[src/rtl/car_lane_renderer.sv]
// Car lane renderer: moves NUM_CARS cars once per frame and maps (DrawX, DrawY) to sprite ROM addresses and palette output.
// Latency: rom_addr/collide_row 1 Clk after DrawX/DrawY; car_on/pixel_index 2 Clk after DrawX/DrawY.
// Backpressure: none; tracks the free-running pixel scan every cycle, no stall input.
// Option: defining CAR_LANE_MIRROR_EN flips the sprite horizontally when DIR=1 so cars face left.

module car_lane_renderer #(
  parameter int NUM_CARS = 4,
  parameter int LANE_Y   = 200,
  parameter int SPEED    = 2,
  parameter int DIR      = 0,
  parameter int SPACING  = 170
) (
  input  logic        Clk,
  input  logic        Reset,
  input  logic        frame_clk,
  input  logic        run,
  input  logic [9:0]  DrawX,
  input  logic [9:0]  DrawY,
  output logic [10:0] rom_addr,
  input  logic [3:0]  rom_data,
  output logic [3:0]  pixel_index,
  output logic        car_on,
  output logic        collide_row
);

  // Extended x space is [0,680): a car at p covers screen columns p-40 .. p-1.
  localparam logic [10:0] EXT_SPAN  = 11'd680;
  localparam logic [10:0] CAR_W     = 11'd40;
  localparam logic [10:0] STEP      = 11'(SPEED);
  localparam logic [10:0] STEP_BACK = 11'(680 - SPEED);
  localparam logic [9:0]  LANE_TOP  = 10'(LANE_Y);
  localparam logic [9:0]  LANE_BOT  = 10'(LANE_Y + 40);

  function automatic logic [10:0] start_pos(input int idx);
    return 11'((idx * SPACING) % 680);
  endfunction

  logic [10:0] pos_q [NUM_CARS];
  logic [10:0] pos_d [NUM_CARS];
  logic        frame_clk_dly_q, frame_clk_dly_d;
  logic        tick;

  logic [10:0] u;
  logic [10:0] row;
  logic [10:0] col;
  logic        in_lane;
  logic        hit;
  logic [10:0] addr;

  logic [10:0] rom_addr_q, rom_addr_d;
  logic        hit_d1_q, hit_d1_d;
  logic        hit_d2_q, hit_d2_d;
  logic        collide_row_q, collide_row_d;

  // Frame tick edge detect and per-car advance; wrap is a single exact add/subtract of 680.
  always_comb begin
    frame_clk_dly_d = frame_clk;
    tick            = frame_clk & ~frame_clk_dly_q;
    for (int i = 0; i < NUM_CARS; i++) begin
      pos_d[i] = pos_q[i];
      if (tick && run) begin
        if (DIR == 0) begin
          pos_d[i] = (pos_q[i] + STEP >= EXT_SPAN) ? (pos_q[i] + STEP - EXT_SPAN) : (pos_q[i] + STEP);
        end else begin
          pos_d[i] = (pos_q[i] < STEP) ? (pos_q[i] + STEP_BACK) : (pos_q[i] - STEP);
        end
      end
    end
  end

  // Hit test on the pre-update positions; scanning high to low lets the lowest-index car win.
  always_comb begin
    u       = {1'b0, DrawX} + CAR_W;
    row     = {1'b0, DrawY} - {1'b0, LANE_TOP};
    in_lane = (DrawY >= LANE_TOP) && (DrawY < LANE_BOT);
    hit     = 1'b0;
    col     = '0;
    for (int i = NUM_CARS - 1; i >= 0; i--) begin
      if (in_lane && (u >= pos_q[i]) && (u < pos_q[i] + CAR_W)) begin
        hit = 1'b1;
        col = u - pos_q[i];
      end
    end
`ifdef CAR_LANE_MIRROR_EN
    if (DIR != 0) begin
      col = 11'd39 - col;
    end
`endif
    addr = hit ? (row * CAR_W + col) : '0;
  end

  // Pipeline next state: address/collision stage, then hit delayed to line up with ROM data.
  always_comb begin
    rom_addr_d    = addr;
    hit_d1_d      = hit;
    collide_row_d = hit;
    hit_d2_d      = hit_d1_q;
  end

  // State registers; reset restores start positions and flushes the pipeline in one cycle.
  always_ff @(posedge Clk) begin
    if (Reset) begin
      for (int i = 0; i < NUM_CARS; i++) begin
        pos_q[i] <= start_pos(i);
      end
      frame_clk_dly_q <= 1'b0;
      rom_addr_q      <= '0;
      hit_d1_q        <= 1'b0;
      hit_d2_q        <= 1'b0;
      collide_row_q   <= 1'b0;
    end else begin
      for (int i = 0; i < NUM_CARS; i++) begin
        pos_q[i] <= pos_d[i];
      end
      frame_clk_dly_q <= frame_clk_dly_d;
      rom_addr_q      <= rom_addr_d;
      hit_d1_q        <= hit_d1_d;
      hit_d2_q        <= hit_d2_d;
      collide_row_q   <= collide_row_d;
    end
  end

  // Colour index 0 in the sprite is transparent.
  assign car_on      = hit_d2_q && (rom_data != 4'd0);
  assign pixel_index = car_on ? rom_data : 4'd0;
  assign rom_addr    = rom_addr_q;
  assign collide_row = collide_row_q;

endmodule

[config.mk]
export PLATFORM = sky130hd
export DESIGN_NAME = car_lane_renderer
export DESIGN_NICKNAME = d
export VERILOG_FILES = /design/src/rtl/car_lane_renderer.sv
export SDC_FILE = /design/constraint.sdc
export NUM_CORES = 1
export LEC_CHECK = 0
export BUFFER_PORTS_ARGS = -buffer_cell sky130_fd_sc_hd__buf_2
export CAP_MARGIN = 0
export CORE_ASPECT_RATIO = 0.6
export CORE_UTILIZATION = 40
export CTS_CLUSTER_DIAMETER = 150
export CTS_CLUSTER_SIZE = 14
export DETAILED_ROUTE_END_ITERATION = 6
export PLACE_DENSITY_LB_ADDON = 0.05
export SETUP_SLACK_MARGIN = 0.05
export SLEW_MARGIN = 20
export SYNTH_ARGS = -nofsm -noshare
export SYNTH_HDL_FRONTEND = slang
export SYNTH_SLANG_ARGS = --single-unit
[constraint.sdc]
create_clock -name Clk -period 6.95 [get_ports Clk]
set_clock_uncertainty 0.05 [all_clocks]
set_input_delay 0.695 -clock Clk [delete_from_list [all_inputs] [get_ports Clk]]
set_output_delay 0.695 -clock Clk [all_outputs]
set_load 0.02 [all_outputs]
---- After elaboration in Yosys (flattened, before gate mapping) ----
Memory sizes are Yosys's and may differ from the RTL's.
Cells that the tools add are included.
Widths: inputs -> output; s select.
word-level totals
  logic and storage cells ................. 83
  flip-flop bits (word level) ............. 14
  input port bits ......................... 28
  memories ................................ 1
  bits in writable memories ............... 44
  output and inout bits ................... 17
memories
  name   depth  width  read ports  clocked after memory_dff  wr ports  line  RTL
  pos_q  4      11     4           0                         4         38    logic [10:0] pos_q [NUM_CARS];
cells by class
  muxes and demuxes ....................... 24
  order comparisons ....................... 14
  $mul .................................... 1
  bitwise logic cells ..................... 7
  add/subtract/negate cells ............... 19
  reduce and logical (&&, ||, !) cells .... 13
operator list
  kind                    number
  $mux 11                 16
  $add 11x2->11 const B   4
  $add 11x6->11 const B   4
  $ge 11x10->1 const B    4
  $ge 11x11->1            4
  $lt 11x11->1            4
  $sub 11x10->11 const B  4
  $sub 11x11->11          4
  $add 10x6->11 const B   1
  $add 11x11->11          1
  $logic_and 1x1->1       11
  $mul 11x3->8 const B    1
  $sub 10x8->11 const B   1
  $ge 10x8->1 const B     1
  $lt 10x8->1 const B     1
  $mux 1                  7
  $mux 4                  1
  $or 1x1->1              4
  $reduce_bool 4->1       1
  $not 1->1               2
  $reduce_or 2->1         1
  $and 1x1->1             1

---- Depth between registers and ports, before layout ----
Gate-level depths: netlist of the first run.
  depth after elaboration ................. 10
  depth in mapped cells ................... 23
  gate-level depth less buffers ........... 22

---- Least setup slack after synthesis of the first run ----
Ideal clock, no wire load.
  kind .................................... input to register
  start point ............................. in DrawX[3]
  end point ............................... reg rom_addr_q[10], in the netlist rom_addr[10]
  arrival ................................. 5,129 ps
  cell stages on the path ................. 21
  slack ................................... 1,654 ps
  path buffers ............................ 0
  required time ........................... 6,782 ps
  setup time .............................. 118 ps
  cells stage by stage .................... a21oi_1 nor2_1 xor2_1 ha_1 a21o_1 a211oi_1 o41ai_1 or2_2 a211oi_2 a22oi_1 o211ai_1 a21boi_0 ha_1 a21oi_1 o2111ai_1 o211ai_1 xnor2_1 xor2_1 xnor2_1 nand3_1 o2111a_1
between the ends
  cells in the longest elaborated chain, start to end .. 10
  elaborated cells between the ends (all ways) .. 32
  those cells by class .................... 6 x add/sub; 8 x order compare; 8 x mux; 1 x bitwise; 9 x reduce/logical
ends and longest elaborated chain
  item                                                                  line  RTL
  start: declaration                                                    17    input logic [9:0] DrawX,
  $add 10x6->11 (*)                                                     73    u = {1'b0, DrawX} + CAR_W;
  parallel branches: the longest is 9 deep, another holds $ge 11x11->1  n/a
  end signal: assignment                                                116   rom_addr_q <= rom_addr_d;
  end: declaration                                                      50    logic [10:0] rom_addr_q, rom_addr_d;
Mark *: on every way between the ends.
A chain may end at the register's enable or synchronous reset.

---- Worst setup path in the final report of the first run ----
Same ends and word-level chain as after synthesis.

==> impl_metrics.env, run 1 <==
export IMPL_antenna_found_initial=0
export IMPL_cp_end_kind="register"
export IMPL_path_cells="buf_2, ha_1, o2111ai_1, xnor2_1, ha_1, a211oi_1, o41ai_1, or2_2, a211oi_2, a22oi_1, o211ai_1, a21boi_0, ha_1, a21oi_1, o2111ai_1, o211ai_1, xnor2_1, xor2_1, xnor2_1, nand3_1, o2111a_1"
export IMPL_fin_area_mm2=0.00825
export IMPL_vdd_drop_max_uv=121
export IMPL_syn_instance_count=1005
export IMPL_dieWidth_um=181
export IMPL_post_route_min_period_ns=6.15
export IMPL_synthToLayoutAreaGrowth_pct=7.83
export IMPL_finalMaxSlewViolations=0
export IMPL_preCtsSetupSlack_ns=0.587
export IMPL_syn_area_per_cell_um2=7.62
export IMPL_io_pins=45
export IMPL_grt_max_degree=56
export IMPL_p_per_area_mw_per_mm2=183
export IMPL_grt_usage_pct=23.1
export IMPL_gr_max_usage_layer="met1"
export IMPL_fin_nets=1169
export IMPL_tns_ns=0
export IMPL_p_leak_nw=3.52
export IMPL_gp_congestion=0.920
export IMPL_final_cell_mix="111 x ha_1, 88 x xnor2_1, 75 x a21oi_1"
export IMPL_postCtsSetupRepairBufs=0
export IMPL_utilization_pct=44.9
export IMPL_numClockSinks=54
export IMPL_required_ns=7.12
export IMPL_hold_viol_final=0
export IMPL_grt_pass1_vias=6260
export IMPL_setup_violations=0
export IMPL_slowest_delay_ns=0.86
export IMPL_yosysWarnings=0
export IMPL_place_hpwl_um=17100
export IMPL_drtAntennaViolNets=0
export IMPL_initialDrtViolationCount=572
export IMPL_total_power_mw=1.51
export IMPL_vias_per_cell=5.61
export IMPL_core_mm2=0.0184
export IMPL_use_met1_pct=37.6
export IMPL_max_cap_viol_count=0
export IMPL_rsz0062_at_grt="no"
export IMPL_start_util_pct=41.6
export IMPL_cts_buffers_inserted=5
export IMPL_slew_headroom_pct=27.9
export IMPL_numPortBuffers=44
export IMPL_worstMarginPinSlew_ns=1.07
export IMPL_ys_seq_area_share_pct=14.1
export IMPL_crit_slowest_cell="xnor2_1"
export IMPL_status="completed"
export IMPL_final_common_cell="ha_1"
export IMPL_die_area_mm2=0.0197
export IMPL_worstSkewPairLatency_ns=0.32
export IMPL_grt_pass1_wl_um=35200
export IMPL_row_count=38
export IMPL_worst_path_buf_inv=1
export IMPL_clock_root_buffer="clkbuf_16"
export IMPL_worst_slack_ns=0.802
export IMPL_cts_htree_levels=2
export IMPL_place_area_mm2=0.00807
export IMPL_reg2reg_slack_ns=1.24
export IMPL_async_reset_ff_share_pct=0
export IMPL_post_place_cells=1257
export IMPL_drive_gt1_share_pct=8.68
export IMPL_hold_path_class="register to register"
export IMPL_worstPathArrival_ns=6.32
export IMPL_synth_edf_count=0
export IMPL_met3_usage_pct=4.61
export IMPL_layout_cells_non_filler=1266
export IMPL_vias=7104
export IMPL_timing_final_crit_share_pct=88.5
export IMPL_grt_overflow=0
export IMPL_avgRoutedWirePerCell_um=17.5
export IMPL_synth_flop_cell="dfxtp_1"
export IMPL_first_pass_iters=5
export IMPL_cp_start_kind="primary input"
export IMPL_wl_um=22100
export IMPL_synth_area_mm2=0.00765
export IMPL_criticalPathCategory="primary input to register"
export IMPL_timing_fmax_mhz=163
export IMPL_cp_max_fo=9
export IMPL_drc_errors=0
export IMPL_cts_tree="yes"
export IMPL_met2_usage_pct=30.0
export IMPL_crit_family="compound AO/OA/AOI/OAI gates"
export IMPL_cts_resized=0
export IMPL_cts_clk_slew_worst_paths_ns=0.08
export IMPL_ys_ff_latch=54
export IMPL_clock_path_buffers=2
export IMPL_whs_ns=0.414
export IMPL_syn_num_nets=1150
export IMPL_hold_buffers=0
export IMPL_synth_cell_type_count=76
export IMPL_die_y_um=109
[cell type report]
type                       instances  area, um2
antenna                            1       2.50
clock buffer                       6        139
clock inverter                     2       38.8
fill                            1852      10100
inverter                          71        267
multi-input combinational        840       6150
sequential                        54       1080
tap                              240        300
timing repair buffer              52        280
[cells in the mapped netlist (all sizes together) (9+ instances only)]
master,instances,area share [%]
nand3,27,1.8
and2,20,1.6
nand4,16,1.3
a211oi,18,1.8
nor2b,14,1.1
dfxtp,54,14
xor2,22,2.5
o21ai,55,3.6
nand2b,12,0.98
inv,70,3.4
nand2,73,3.6
o211ai,14,1.4
o31ai,9,0.95
a21boi,9,0.88
and3,9,0.74
a21o,18,1.8
nor3,33,2.2
a21oi,75,4.9
or3,17,1.5
clkbuf,27,1.4
nor2,71,3.5
xnor2,88,10
buf,13,0.87
ha,111,18
[registers in the layout, summed over array words and instances (netlist names)]
name / count
pos_q: 40
rom_addr: 11
collide_row: 1
frame_clk_dly_q: 1
hit_d2_q: 1
[report_power, final]
part	internal, mW	total (mW)	switching (mW)
registers	0.327	0.362	0.0347
clock network	0.182	0.326	0.144
logic	0.350	0.821	0.471
[layer usage]
metal / up-vias / wire length, um
met5: - / 0
met4: 0 / 153
met3: 10 / 1320
met2: 149 / 7740
met1: 3262 / 12900
li1: 3683 / -
[worst register-to-register path: cells and delay by family (launching register included)]
family	cells	cell delay [ns]
simple gates	2	0.60
compound gates	11	2.69
flops	1	0.57
xor+xnor	4	0.78
fa+ha+maj	3	0.93
[final timing paths]
path	to	from	depth (start not counted)
setup / recovery	rom_addr[10]	DrawX[3]	21
hold reg to reg	hit_d2_q	collide_row	1
setup reg to reg	rom_addr[10]	pos_q[2][3]	20
hold / removal	hit_d2_q	collide_row	1
[logic make-up after synthesis]
| group | Yosys count | synth area share, % |
|---|---|---|
| AO/OA/AOI/OAI | 274 | 24.2 |
| XOR/XNOR | 111 | 12.9 |
| buffers and inverters | 111 | 5.70 |
| flip-flops | 54 | 14.1 |
| adder cells (fa/ha/maj) | 117 | 19.7 |
| AND/OR/NAND/NOR | 327 | 21.9 |
| multiplexers | 11 | 1.49 |
(Power assumes the default switching activity.)
==> run 2, diff against run 1 <==
- CELL_PAD_IN_SITES_DETAIL_PLACEMENT: default -> 0
- CELL_PAD_IN_SITES_GLOBAL_PLACEMENT: default -> 1
==> impl_metrics.env, run 2 (same netlist as run 1, synthesis figures left out) <==
export IMPL_start_util_pct=41.6
export IMPL_worstMarginPinSlew_ns=0.892
export IMPL_criticalPathCategory="primary input to register"
export IMPL_core_mm2=0.0184
export IMPL_p_leak_nw=3.52
export IMPL_timing_fmax_mhz=172
export IMPL_largest_reg_flops=40
export IMPL_slowest_delay_ns=0.58
export IMPL_fillers=1914
export IMPL_row_count=38
export IMPL_power_switching_mw=0.656
export IMPL_antenna_found_initial=0
export IMPL_place_hpwl_um=17600
export IMPL_status="completed"
export IMPL_first_pass_iters=6
export IMPL_crit_slowest_cell="xnor2_2"
export IMPL_cts_clk_slew_worst_paths_ns=0.09
export IMPL_hold_buffers=0
export IMPL_cp_max_fo=10
export IMPL_timing_final_crit_share_pct=83.6
export IMPL_synthToLayoutAreaGrowth_pct=7.85
export IMPL_die_y_um=109
export IMPL_cts_buffers_inserted=5
export IMPL_whs_ns=0.414
export IMPL_worst_slack_ns=1.14
export IMPL_final_common_cell="ha_1"
export IMPL_worstPathArrival_ns=5.98
export IMPL_die_area_mm2=0.0197
export IMPL_grt_pass1_wl_um=36100
export IMPL_drtAntennaViolNets=0
export IMPL_diodes=0
export IMPL_finalMaxSlewViolations=0
export IMPL_largest_register="pos_q"
export IMPL_p_comb_share_pct=54.5
export IMPL_final_cell_mix="111 x ha_1, 87 x xnor2_1, 75 x a21oi_1"
export IMPL_avgRoutedWirePerCell_um=18.0
export IMPL_clock_root_buffer="clkbuf_16"
export IMPL_drive_gt1_share_pct=8.78
export IMPL_path_common_cell="ha_1"
export IMPL_cts_htree_levels=2
export IMPL_clock_power_share_pct=21.5
export IMPL_grt_max_degree=56
export IMPL_grt_overflow=0
export IMPL_preCtsSetupSlack_ns=0.576
export IMPL_rsz0062_at_grt="no"
export IMPL_tns_ns=0
export IMPL_dieWidth_um=181
export IMPL_drc_errors=0
export IMPL_gp_congestion=0.887
export IMPL_worstSkewPairLatency_ns=0.32
export IMPL_fin_nets=1169
export IMPL_setup_violations=0
export IMPL_max_cap_viol_count=0
export IMPL_post_place_cells=1257
export IMPL_power_frac_seq_pct=24.0
export IMPL_p_per_area_mw_per_mm2=182
export IMPL_cts_resized=0
export IMPL_cp_start_kind="primary input"
export IMPL_vias_per_cell=5.70
export IMPL_layout_cells_non_filler=1265
export IMPL_hold_viol_final=0
export IMPL_path_cells="buf_2, ha_1, o21ai_0, xnor2_2, ha_1, a21o_1, a211oi_1, a211o_1, a211o_1, nor2_1, a22oi_1, o211ai_1, a21boi_0, ha_1, a21oi_1, o2111ai_1, o211ai_1, xnor2_1, xor2_1, xnor2_1, nand3_1, o2111a_1"
export IMPL_vias=7205
export IMPL_grt_pass1_vias=6425
export IMPL_post_route_min_period_ns=5.81
export IMPL_numClockSinks=54
export IMPL_initialDrtViolationCount=539
export IMPL_clock_path_buffers=2
export IMPL_cp_end_kind="register"
export IMPL_io_pins=45
export IMPL_wl_um=22700
export IMPL_cellInternalPower_mw=0.851
export IMPL_switching_share_pct=43.5
export IMPL_numPortBuffers=44
export IMPL_postCtsSetupRepairBufs=0
export IMPL_required_ns=7.12
export IMPL_slew_headroom_pct=40.3
export IMPL_cts_tree="yes"
export IMPL_grt_usage_pct=23.7
export IMPL_hold_path_class="register to register"
export IMPL_vdd_drop_max_uv=94.6
## run 2: cell count changes in the layout (fill, tap and decap cells not counted), sizes merged
cell      change
diode         -1
clkbuf        -1
clkinvlp      +1
## run 2: final timing paths
kind / start / endpoint / slack (ns) / cells after the start
worst min register to register: collide_row / hit_d2_q / 0.41 / 1
worst max register to register: pos_q[2][3] / rom_addr[10] / 1.30 / 20
worst min-delay path: collide_row / hit_d2_q / 0.41 / 1
worst max-delay path: DrawX[3] / rom_addr[10] / 1.14 / 22
## run 2: layout make-up
class                      count  area, um2  area share [%]
clock buffer                   5        125            1.52
clock inverter                 3       48.8           0.591
inverter                      71        267            3.23
multi-input combinational    840       6150            74.5
sequential                    54       1080            13.1
tap                          240        300            3.64
timing repair buffer          52        280            3.39
## run 2: stage by stage
step	power (mW)	instance area [um2]	util, %
floorplan	0.998	7650	-
global placement	1.19	8070	43.9
detailed placement	1.18	8070	43.9
CTS	1.52	8250	44.8
global route	1.64	8260	44.9
finish	1.51	8260	44.9
## run 2: power groups by stage
stage / Combinational (mW) / Clock, mW / Sequential, mW
3_3_place_gp: 0.822 / 0 / 0.369
2_1_floorplan: 0.646 / 0 / 0.351
3_5_place_dp: 0.811 / 0 / 0.369
4_1_cts: 0.817 / 0.338 / 0.362
5_1_grt: 0.924 / 0.347 / 0.367
6_report: 0.821 / 0.323 / 0.362
## run 2: critical path: cells and delay by family
kind                     cells  cell delay [ns]
buffers and inverters        1             0.10
AO/OA/AOI/OAI               12             2.55
XOR/XNOR                     4             1.19
adder cells (fa/ha/maj)      3             0.84
AND/OR/NAND/NOR              2             0.59
## run 2: metal layers
metal | up-vias | GRT usage, % | share of wire (%)
met5 | - | 0 | 0
met4 | 0 | 3.66 | 0.59
met3 | 9 | 4.51 | 5.9
met2 | 169 | 31.7 | 36
met1 | 3346 | 38.0 | 57
li1 | 3681 | - | -
==> run 3, diff against run 2 <==
- ABC_AREA: default -> 1
- clock period: 6.95 -> 6 ns (I/O delays scaled with it)
==> impl_metrics.env, run 3 <==
export IMPL_status="completed"
export IMPL_final_common_cell="nand2_1"
export IMPL_synth_flop_cell="dfxtp_1"
export IMPL_row_count=38
export IMPL_syn_instance_count=1194
export IMPL_finalMaxSlewViolations=0
export IMPL_vias=7658
export IMPL_cts_clk_slew_worst_paths_ns=0.07
export IMPL_required_ns=6.15
export IMPL_cts_buffers_inserted=5
export IMPL_core_mm2=0.0184
export IMPL_hold_viol_final=0
export IMPL_clock_path_buffers=2
export IMPL_drc_errors=0
export IMPL_yosysWarnings=0
export IMPL_yosysTopAreaCell="ha_1"
export IMPL_cts_resized=0
export IMPL_vdd_drop_max_uv=115
export IMPL_first_pass_iters=5
export IMPL_io_pins=45
export IMPL_final_cell_mix="269 x nand2_1, 164 x inv_1, 111 x ha_1"
export IMPL_grt_overflow=0
export IMPL_timing_final_crit_share_pct=77.8
export IMPL_p_per_area_mw_per_mm2=195
export IMPL_synth_area_mm2=0.00764
export IMPL_place_area_mm2=0.00812
export IMPL_m1WireLength_um=14000
export IMPL_synth_most_common_cell="nand2_1"
export IMPL_clock_root_buffer="clkbuf_16"
export IMPL_die_area_mm2=0.0197
export IMPL_vias_per_cell=5.20
export IMPL_numPortBuffers=44
export IMPL_dieWidth_um=180
export IMPL_ys_ff_latch=54
export IMPL_numClockSinks=54
export IMPL_worstPathArrival_ns=4.82
export IMPL_timing_fmax_mhz=214
export IMPL_largest_reg_flops=40
export IMPL_slew_headroom_pct=45.5
export IMPL_worst_slack_ns=1.33
export IMPL_worstSkewPairLatency_ns=0.31
export IMPL_rsz0062_at_grt="no"
export IMPL_antenna_found_initial=0
export IMPL_cp_start_kind="primary input"
export IMPL_grt_max_degree=44
export IMPL_yosysTopAreaCellShare_pct=18.2
export IMPL_diodes=0
export IMPL_async_reset_ff_share_pct=0
export IMPL_die_y_um=109
export IMPL_tns_ns=0
export IMPL_ys_top_cells_by_area="ha_1 18%, dfxtp_1 14%, nand2_1 13%"
export IMPL_worstMarginPinSlew_ns=0.809
export IMPL_grt_usage_pct=25.4
export IMPL_postCtsSetupRepairBufs=0
export IMPL_grt_pass1_wl_um=37700
export IMPL_syn_area_per_cell_um2=6.40
export IMPL_fillers=1959
export IMPL_ys_seq_area_share_pct=14.2
export IMPL_grt_pass1_vias=6506
export IMPL_cp_max_fo=11
export IMPL_largest_register="pos_q"
export IMPL_start_util_pct=41.5
export IMPL_fin_area_mm2=0.00829
export IMPL_criticalPathCategory="primary input to register"
export IMPL_setup_violations=0
export IMPL_p_leak_nw=4.22
export IMPL_synth_edf_count=0
export IMPL_wl_um=24600
export IMPL_hold_path_class="register to register"
export IMPL_gp_congestion=0.939
export IMPL_cts_tree="yes"
export IMPL_top_layer="met4"
export IMPL_max_cap_viol_count=0
export IMPL_synth_cell_type_count=47
export IMPL_utilization_pct=45.0
export IMPL_drive_gt1_share_pct=8.19
export IMPL_syn_num_nets=1339
export IMPL_wl_met2_um=7850
export IMPL_cp_end_kind="register"
export IMPL_fin_nets=1378
export IMPL_drtAntennaViolNets=0
export IMPL_post_route_min_period_ns=4.67
export IMPL_avgRoutedWirePerCell_um=16.7
export IMPL_initialDrtViolationCount=758
export IMPL_synthTopCellsByCount="269 x nand2_1, 164 x inv_1, 111 x ha_1"
export IMPL_place_hpwl_um=20300
export IMPL_hold_buffers=0
export IMPL_synthToLayoutAreaGrowth_pct=8.50
export IMPL_wl_met3_um=2520
export IMPL_cts_htree_levels=2
export IMPL_preCtsSetupSlack_ns=0.870
## run 3: changes by cell type after synthesis, sizes merged, moves of 36 or more
cell / previous run / this run
nand3: 27 / 76
xnor2: 88 / 19
inv: 70 / 172
nor2: 71 / 107
xor2: 22 / 69
nand2: 73 / 277
## run 3: path summary, 6_finish.rpt
| path | startpoint | to | slack, ns | cells after the start |
|---|---|---|---|---|
| setup reg to reg | pos_q[0][4] | rom_addr[10] | 1.38 | 22 |
| hold reg to reg | collide_row | hit_d2_q | 0.37 | 2 |
| hold / removal | collide_row | hit_d2_q | 0.37 | 2 |
| setup / recovery | DrawX[3] | rom_addr[10] | 1.33 | 27 |
## run 3: per-layer routing
| metal | global-route usage, % | vias to the layer above |
|---|---|---|
| met5 | 0 | - |
| met4 | 4.82 | 0 |
| met3 | 6.91 | 14 |
| met2 | 29.1 | 253 |
| met1 | 42.6 | 3383 |
| li1 | - | 4008 |
## run 3: critical path, stage by stage
cell and delay, ns:
buf_2 0.12, ha_1 0.22, o21ai_0 0.27, nor2_1 0.07, nand2_1 0.07, xor2_1 0.06
buf_4 0.19, ha_1 0.39, nand2_1 0.12, nor2_1 0.16, nand3_1 0.09, nand4_1 0.09
nand3_1 0.26, nor2_1 0.19, a21oi_1 0.08, o21ai_0 0.14, o21ai_0 0.13, a21oi_1 0.18
ha_1 0.30, a21o_1 0.19, a31oi_1 0.23, inv_1 0.11, a21oi_1 0.17, nand3b_1 0.13
nand2_1 0.07, a21oi_1 0.12, nor2_1 0.06
## run 3: layout make-up
| cell class | instances | area, um2 | area share (%) |
|---|---|---|---|
| sequential | 54 | 1080 | 13.0 |
| clock inverter | 2 | 38.8 | 0.468 |
| inverter | 173 | 649 | 7.83 |
| multi-input combinational | 948 | 5820 | 70.2 |
| tap | 240 | 300 | 3.62 |
| clock buffer | 5 | 125 | 1.51 |
| timing repair buffer | 51 | 273 | 3.29 |
## run 3: cells by family after synthesis
group                      count (synthesis)  share of synthesized area (%)
adders and majority gates                117                           19.8
and+or+nand+nor                          507                           28.8
buffers and inverters                    192                           9.78
AOI/OAI and AO/OA                        235                           17.0
xor gates and xnor gates                  88                           10.4
DFF                                       54                           14.2
muxes                                      1                          0.131
## run 3: stage by stage
stage	hold WS, ns	total power [mW]	instances
2_1_floorplan	0.412	1.03	1194
3_3_place_gp	0.357	1.27	1466
3_5_place_dp	0.365	1.26	1466
4_1_cts	0.375	1.61	1473
5_1_grt	0.404	1.75	1473
6_report	0.372	1.61	1473
## run 3: power breakdown
group / internal, mW / switching, mW
Clock: 0.196 / 0.147
Sequential: 0.378 / 0.0293
Combinational: 0.300 / 0.564
